### src/rtl/hazard_pkg.sv
// hazard_pkg: shared types and constants for the pipeline hazard controller
package hazard_pkg;
  typedef enum logic [1:0] {FWD_RF = 2'b00, FWD_W = 2'b01, FWD_M = 2'b10} fwd_sel_t;
  typedef enum logic {RUN = 1'b0, MEM_WAIT = 1'b1} hz_state_t;
  localparam logic [1:0] RESULT_LOAD = 2'b01;
endpackage

### src/rtl/hazard_fwd.sv
// hazard_fwd: forwarding select for one Execute operand, Memory stage wins over Writeback
module hazard_fwd
  import hazard_pkg::*;
(
  input  logic [4:0] rs_e,
  input  logic [4:0] rd_m,
  input  logic [4:0] rd_w,
  input  logic       reg_write_m,
  input  logic       reg_write_w,
  output fwd_sel_t   fwd
);
  assign fwd = (reg_write_m && rd_m != 5'd0 && rd_m == rs_e) ? FWD_M :
               (reg_write_w && rd_w != 5'd0 && rd_w == rs_e) ? FWD_W : FWD_RF;
endmodule

### src/rtl/hazard_ctrl.sv
// hazard_ctrl: stall/flush/forward control for the five-stage RV32I pipeline with memory-wait watchdog
// Define HAZARD_PERF_EN to build the saturating performance counters; otherwise they read 0.
module hazard_ctrl
  import hazard_pkg::*;
#(
  parameter int MEM_TIMEOUT = 64,
  parameter int CNT_WIDTH   = 32
) (
  input  logic                 clk,
  input  logic                 rst_n,
  input  logic [4:0]           Rs1D,
  input  logic [4:0]           Rs2D,
  input  logic [4:0]           Rs1E,
  input  logic [4:0]           Rs2E,
  input  logic [4:0]           RdE,
  input  logic [1:0]           ResultSrcE,
  input  logic                 PCSrcE,
  input  logic [4:0]           RdM,
  input  logic [4:0]           RdW,
  input  logic                 RegWriteM,
  input  logic                 RegWriteW,
  input  logic                 MemReqM,
  input  logic                 MemReadyM,
  output logic                 StallF,
  output logic                 StallD,
  output logic                 StallE,
  output logic                 StallM,
  output logic                 FlushD,
  output logic                 FlushE,
  output logic                 FlushW,
  output logic [1:0]           ForwardAE,
  output logic [1:0]           ForwardBE,
  output logic                 MemErr,
  output logic [CNT_WIDTH-1:0] LoadUseCnt,
  output logic [CNT_WIDTH-1:0] MemWaitCnt,
  output logic [CNT_WIDTH-1:0] FlushCnt
);
  localparam int WW = $clog2(MEM_TIMEOUT);
  hz_state_t state_q, state_d;
  logic [WW-1:0] wait_q, wait_d;
  logic mem_err_q, mem_err_d;
  logic lw_stall, timeout, mem_stall;
  fwd_sel_t fwd_a, fwd_b;
  hazard_fwd u_fwd_a (.rs_e(Rs1E), .rd_m(RdM), .rd_w(RdW), .reg_write_m(RegWriteM), .reg_write_w(RegWriteW), .fwd(fwd_a));
  hazard_fwd u_fwd_b (.rs_e(Rs2E), .rd_m(RdM), .rd_w(RdW), .reg_write_m(RegWriteM), .reg_write_w(RegWriteW), .fwd(fwd_b));
  assign lw_stall  = ResultSrcE == RESULT_LOAD && RdE != 5'd0 && (RdE == Rs1D || RdE == Rs2D);
  assign timeout   = state_q == MEM_WAIT && wait_q == WW'(MEM_TIMEOUT - 1) && !MemReadyM;
  assign mem_stall = MemReqM && !MemReadyM && !timeout;
  // wait_q counts stall cycles of the current access, so the first RUN stall counts as one
  always_comb begin
    state_d   = (state_q == RUN) ? (mem_stall ? MEM_WAIT : RUN) : ((MemReadyM || timeout) ? RUN : MEM_WAIT);
    wait_d    = (state_d == MEM_WAIT) ? wait_q + WW'(1) : '0;
    mem_err_d = mem_err_q || timeout;
  end
  always_ff @(posedge clk) begin
    if (!rst_n) begin
      state_q   <= RUN;
      wait_q    <= '0;
      mem_err_q <= 1'b0;
    end else begin
      state_q   <= state_d;
      wait_q    <= wait_d;
      mem_err_q <= mem_err_d;
    end
  end
  always_comb begin
    StallF    = rst_n && (mem_stall || lw_stall);
    StallD    = StallF;
    StallE    = rst_n && mem_stall;
    StallM    = StallE;
    FlushW    = !rst_n || mem_stall;
    FlushD    = !rst_n || (!mem_stall && PCSrcE);
    FlushE    = !rst_n || (!mem_stall && (lw_stall || PCSrcE));
    ForwardAE = rst_n ? fwd_a : FWD_RF;
    ForwardBE = rst_n ? fwd_b : FWD_RF;
  end
  assign MemErr = mem_err_q;
`ifdef HAZARD_PERF_EN
  logic [CNT_WIDTH-1:0] lu_q, lu_d, mw_q, mw_d, fl_q, fl_d;
  always_comb begin
    lu_d = lu_q + CNT_WIDTH'(lw_stall && !mem_stall && lu_q != '1);
    mw_d = mw_q + CNT_WIDTH'(mem_stall && mw_q != '1);
    fl_d = fl_q + CNT_WIDTH'(PCSrcE && !mem_stall && fl_q != '1);
  end
  always_ff @(posedge clk) begin
    if (!rst_n) begin
      lu_q <= '0;
      mw_q <= '0;
      fl_q <= '0;
    end else begin
      lu_q <= lu_d;
      mw_q <= mw_d;
      fl_q <= fl_d;
    end
  end
  assign LoadUseCnt = lu_q;
  assign MemWaitCnt = mw_q;
  assign FlushCnt   = fl_q;
`else
  assign LoadUseCnt = '0;
  assign MemWaitCnt = '0;
  assign FlushCnt   = '0;
`endif
endmodule

### config.mk
export PLATFORM = sky130hd
export DESIGN_NAME = hazard_ctrl
export DESIGN_NICKNAME = d
export VERILOG_FILES = /design/src/rtl/hazard_pkg.sv /design/src/rtl/hazard_fwd.sv /design/src/rtl/hazard_ctrl.sv
export SDC_FILE = /design/constraint.sdc
export NUM_CORES = 1
export LEC_CHECK = 0
export ABC_AREA = 1
export ABC_CLOCK_PERIOD_IN_PS = 3000
export BUFFER_PORTS_ARGS = -buffer_cell sky130_fd_sc_hd__buf_2
export CAP_MARGIN = 20
export CORE_MARGIN = 4
export CORE_UTILIZATION = 43
export DETAILED_ROUTE_END_ITERATION = 10
export GPL_ROUTABILITY_DRIVEN = 1
export GPL_TIMING_DRIVEN = 0
export HOLD_SLACK_MARGIN = 0.02
export MAX_ROUTING_LAYER = met4
export PLACE_DENSITY = 0.88
export SETUP_SLACK_MARGIN = 0.2
export SYNTH_ARGS = -nofsm -noshare
export SYNTH_HDL_FRONTEND = slang
export SYNTH_HIERARCHICAL = 1
export SYNTH_SLANG_ARGS = --single-unit
### constraint.sdc
create_clock -name clk -period 3 [get_ports clk]
set_input_delay 0.75 -clock clk [delete_from_list [all_inputs] [get_ports clk]]
set_output_delay 0.75 -clock clk [all_outputs]
set_load 0.05 [all_outputs]
# [Word-level counts from Yosys, hierarchy flattened]
# Cells that the tools add are included.
[totals] output_inout_bits=108 word_cells=53 ff_bits=8
[op_classes] add_sub_neg=1 n_reduce_logical=32 n_mux=9 n_eq_ne=8
[op_table] operator="$eq A5 B5 Y1" count=6
[op_table] operator="$logic_and A1 B1 Y1" count=16
[op_table] operator="$reduce_bool A5 Y1" count=3
[op_table] operator="$logic_or A1 B1 Y1" count=8
[op_table] operator="$mux W2" count=4
[op_table] operator="$add A6 B1 Y6 const B" count=1
[op_table] operator="$eq A6 B6 Y1 const B" count=1
[op_table] operator="$mux W1" count=5
[op_table] operator="$logic_not A1 Y1" count=4
[op_table] operator="$eq A2 B1 Y1 const B" count=1
[op_table] operator="$reduce_and A2 Y1" count=1

# [Logic depth before layout (Yosys ltp)]
[depth] ltp_word=8 mapped_depth=9

# [Hierarchy]
# Netlist, hierarchy kept.
[by_module_without_submodules] module="hazard_ctrl" n_inst=1 cells_each=206 area_each_um2=1380.1
[by_module_without_submodules] module="hazard_fwd" n_inst=2 cells_each=50 area_each_um2=214.0

# [Least setup slack after synthesis]
# Ideal clock, no wire load.
[synth_path] path_type="input to output" start="in MemReadyM" end="out FlushW" arrival_time_ps=1984 required_time_ps=2250 setup_slack_ps=266 stages=3 path_cell_list="inv_1 > nand2_1 > o21ai_0"
[synth_via] elab_chain_len=5 word_cells_on_any_way=6 cone_classes="reduce/logical: 6"
[synth_lines] element="start: declaration" line_no="hazard_ctrl.sv:23" text="input logic MemReadyM,"
[synth_lines] element="$logic_not A1 Y1 *" line_no="hazard_ctrl.sv:47, hazard_ctrl.sv:48"
[synth_lines] element="$logic_and A1 B1 Y1" line_no="hazard_ctrl.sv:47" text="assign timeout = state_q == MEM_WAIT && wait_q == WW'(MEM_TIMEOUT - 1) && !MemReadyM;"
[synth_lines] element="$logic_not A1 Y1" line_no="hazard_ctrl.sv:48" text="assign mem_stall = MemReqM && !MemReadyM && !timeout;"
[synth_lines] element="$logic_and A1 B1 Y1 *" line_no="hazard_ctrl.sv:48"
[synth_lines] element="$logic_or A1 B1 Y1 *" line_no="hazard_ctrl.sv:71" text="FlushW = !rst_n || mem_stall;"
[synth_lines] element="end: declaration" line_no="hazard_ctrl.sv:30" text="output logic FlushW,"
# Every way passes the cells marked *; elsewhere a longest branch is shown, timed or not.

# [Worst setup path in the final report]
[layout_path] start="in RdE[4]" end="out StallF"
[layout_via] elab_chain_len=5 word_cells_on_any_way=8 cone_classes="eq/ne: 2; reduce/logical: 6"
[layout_lines] element="start: declaration" line_no="hazard_ctrl.sv:15" text="input logic [4:0] RdE,"
[layout_lines] element="$eq A5 B5 Y1 / $reduce_bool A5 Y1 (equally long branches)" line_no="hazard_ctrl.sv:46" text="assign lw_stall = ResultSrcE == RESULT_LOAD && RdE != 5'd0 && (RdE == Rs1D || RdE == Rs2D);"
[layout_lines] element="$logic_or A1 B1 Y1 / $logic_and A1 B1 Y1 (equally long branches)" line_no="hazard_ctrl.sv:46"
[layout_lines] element="$logic_and A1 B1 Y1 *" line_no="hazard_ctrl.sv:46"
[layout_lines] element="$logic_or A1 B1 Y1 *" line_no="hazard_ctrl.sv:67" text="StallF = rst_n && (mem_stall || lw_stall);"
[layout_lines] element="$logic_and A1 B1 Y1 *" line_no="hazard_ctrl.sv:67"
[layout_lines] element="end: declaration" line_no="hazard_ctrl.sv:24" text="output logic StallF,"
# Marked as above.

==> metrics.csv <==
metric;value;unit
final cell count without fillers;508;
cts repair resizes;0;
First-pass DRT Iterations;4;
Longest Clk Path Bufs;2;
Main synth FF type;dfxtp_1;
CTS tree;built;
hpwl dp;3780;um
Clock Latency Late Sink;230;ps
Tcrit/Tclk final;0.842;
Worst EP required;2250;ps
critical path cell sequence;buf_2, inv_1, nand2_1, nand2_1, nor2_1, nand3_1, nand2_1, nand3_1, nand2_1, buf_4, buf_2;
pin count of the biggest net entering global routing;11;
first-pass GRT wire length;6410;um
worst r2r src;wait_q[0];
combinational share of power;0.683;
Fin. Hold Viols;0;
Bufs and invs on worst path;4;
asr flop ratio synth;0;
most frequent CP cell;nand2_1;
Top Layer Used;met4;
Initial Util;0.449;
row cnt;23;
Hold Crit Class;reg -> reg;
ANT cells;0;
Worst Skew;1.18;ps
Max Freq;396;MHz
ratio of cells with drive above 1 in the final layout;0.382;
Sinks on Clock Net;8;
Tot GR Track Use;0.151;
Die Y;72.8;um
Cell variety after synth;25;
RSZ-0062 raised after global routing;false;
Net Sw Power;0.412;mW
multi-input logic area;1070;um2
vias in the first global route;1616;
full die area;5310;um2
via density per instance;3.60;
Tmin final;2520;ps
crit-path max FO;3;
internal cell power;0.336;mW
final setup fails;0;
die width;72.8;um
Iter 0 DRT Violations;23;
Slew Limit Fails;0;
Synth-to-Final Area Change;40.4;%
sequential share of power;0.146;
CP startpoint;RdE[4];
CTS Buf Count;3;
# fillers;411;
DRC;0;
Setup Fix Bufs, Post-CTS;0;
# IOs;152;
Remaining Overflow, GRT;0;
met2 WL;2050;um
pwr/cell area;295;nW/um2
worst setup path class;in -> out;
core footprint;4030;um2
commonest non-fill, non-tap cell in the layout;buf_4;
mean post-synth cell area;5.91;um2
Sw Share;0.551;
Mapped Area;1810;um2
leak pwr;1.78;nW
Root Buffer;clkbuf_8;
H-Tree Depth;1;
Syn Inst Count;306;
Final #Nets;505;
worst vdd ir;0.141;mV
Clock transition at path regs;40;ps
EDFF count, synth;0;
CP Launch Type;input port;
Sum Neg Setup Slack;0;ps
Crit path max-delay family;simple AND/OR/NAND/NOR gates;
CP Capture Type;output pin;
gp weighted congestion;0.852;
Worst path slowest cell;buf_2;
most frequent cells in the layout;99 x buf_4, 96 x conb_1, 70 x nand2_1, 54 x buf_2, 46 x inv_1;
power share of the clock group;0.171;
register area;160;um2
ANT nets after route;0;
register area share after synthesis;0.0886;
Hold Startpoint;wait_q[0];
outcome;completed;
metal3 WL;474;um
Port-buffer cells;54;
Yosys reg bits;8;
drt wl/cell;8.01;um
Hold-fix buffers, CTS;0;
Largest stage delay, worst path;240;ps
Max Cap Viol;0;
Worst EP arrival;1770;ps
antenna violations before repair;0;
DP Cell Count;505;
vias;1829;
WL final;4070;um
M1 WL;1490;um
Yosys warnings;6;
-- power by group through the flow --
stage          sequential (mW)  combinational (mW)  clock (mW)
4_1_cts                  0.109               0.504       0.132
6_report                 0.109               0.511       0.128
3_3_place_gp             0.111               0.500           0
3_5_place_dp             0.111               0.503           0
2_1_floorplan            0.111               0.447           0
5_1_grt                  0.109               0.544       0.139
-- cells in the mapped netlist (2+ instances only) --
cell | number | area (um2)
a21boi_0 | 2 | 15.0
a21oi_1 | 2 | 10.0
buf_4 | 99 | 743
dfxtp_1 | 8 | 160
inv_1 | 46 | 173
inv_2 | 6 | 22.5
nand2_1 | 70 | 263
nand2_2 | 3 | 18.8
nand3_1 | 13 | 65.1
nor2_1 | 27 | 101
nor2_2 | 4 | 25.0
o21ai_0 | 7 | 35.0
xnor2_1 | 5 | 43.8
xor2_1 | 3 | 26.3
-- per-stage QoR --
step	util	total power [mW]	hold slack [ps]	cell area, um2	setup slack (ps)
final	0.630	0.749	447	2540	475
after global routing	0.630	0.793	482	2540	311
after CTS	0.630	0.745	453	2540	467
after detailed placement	0.620	0.614	447	2500	468
after global placement	0.620	0.611	429	2500	470
after floorplan	-	0.558	417	2160	266
-- metal layers --
metal / up-vias / GRT usage
li1: 1012 / -
met1: 715 / 0.161
met2: 96 / 0.281
met3: 6 / 0.0165
met4: 0 / 0.0635
met5: - / -
-- flip-flops by register name, summed over array words and instances, names as in the netlist --
name,count
MemErr,1
wait_q,6
state_q,1
-- final cells by class --
cell class,count,share of cell area
Clock buffer,3,0.0163
Buffer,99,0.293
Inverter,52,0.0769
Timing Repair Buffer,54,0.106
Sequential cell,8,0.0631
Tap cell,50,0.0246
Multi-Input combinational cell,242,0.420
-- path summary, 6_finish.rpt --
check / end / depth (start not counted) / slack (ps)
min reg2reg: wait_q[0] / 1 / 450
min: wait_q[0] / 1 / 450
max: StallF / 11 / 480
max reg2reg: wait_q[5] / 8 / 1760
-- kinds of logic (layout without fill, tap and decap cells) --
group                    count (synthesis)  count (layout)  share of synthesized area
AO/OA/AOI/OAI                           14              14                     0.0471
buffers and inverters                  151             208                      0.519
flip-flops                               8               8                     0.0886
other                                    1              96                    0.00207
AND/OR/NAND/NOR                        123             123                      0.298
XOR/XNOR                                 8               8                     0.0388
adder cells (fa/ha/maj)                  1               1                    0.00692
-- worst reg2reg max path, delay by kind of cell (launching register included) --
kind / cells / cell delay [ps]
buffers and inverters: 1 / 100
and+or+nand+nor: 5 / 430
DFF: 1 / 340
adders and majority gates: 1 / 210
AOI/OAI and AO/OA: 1 / 40
No activity file was read; power rests on OpenSTA's default activity.
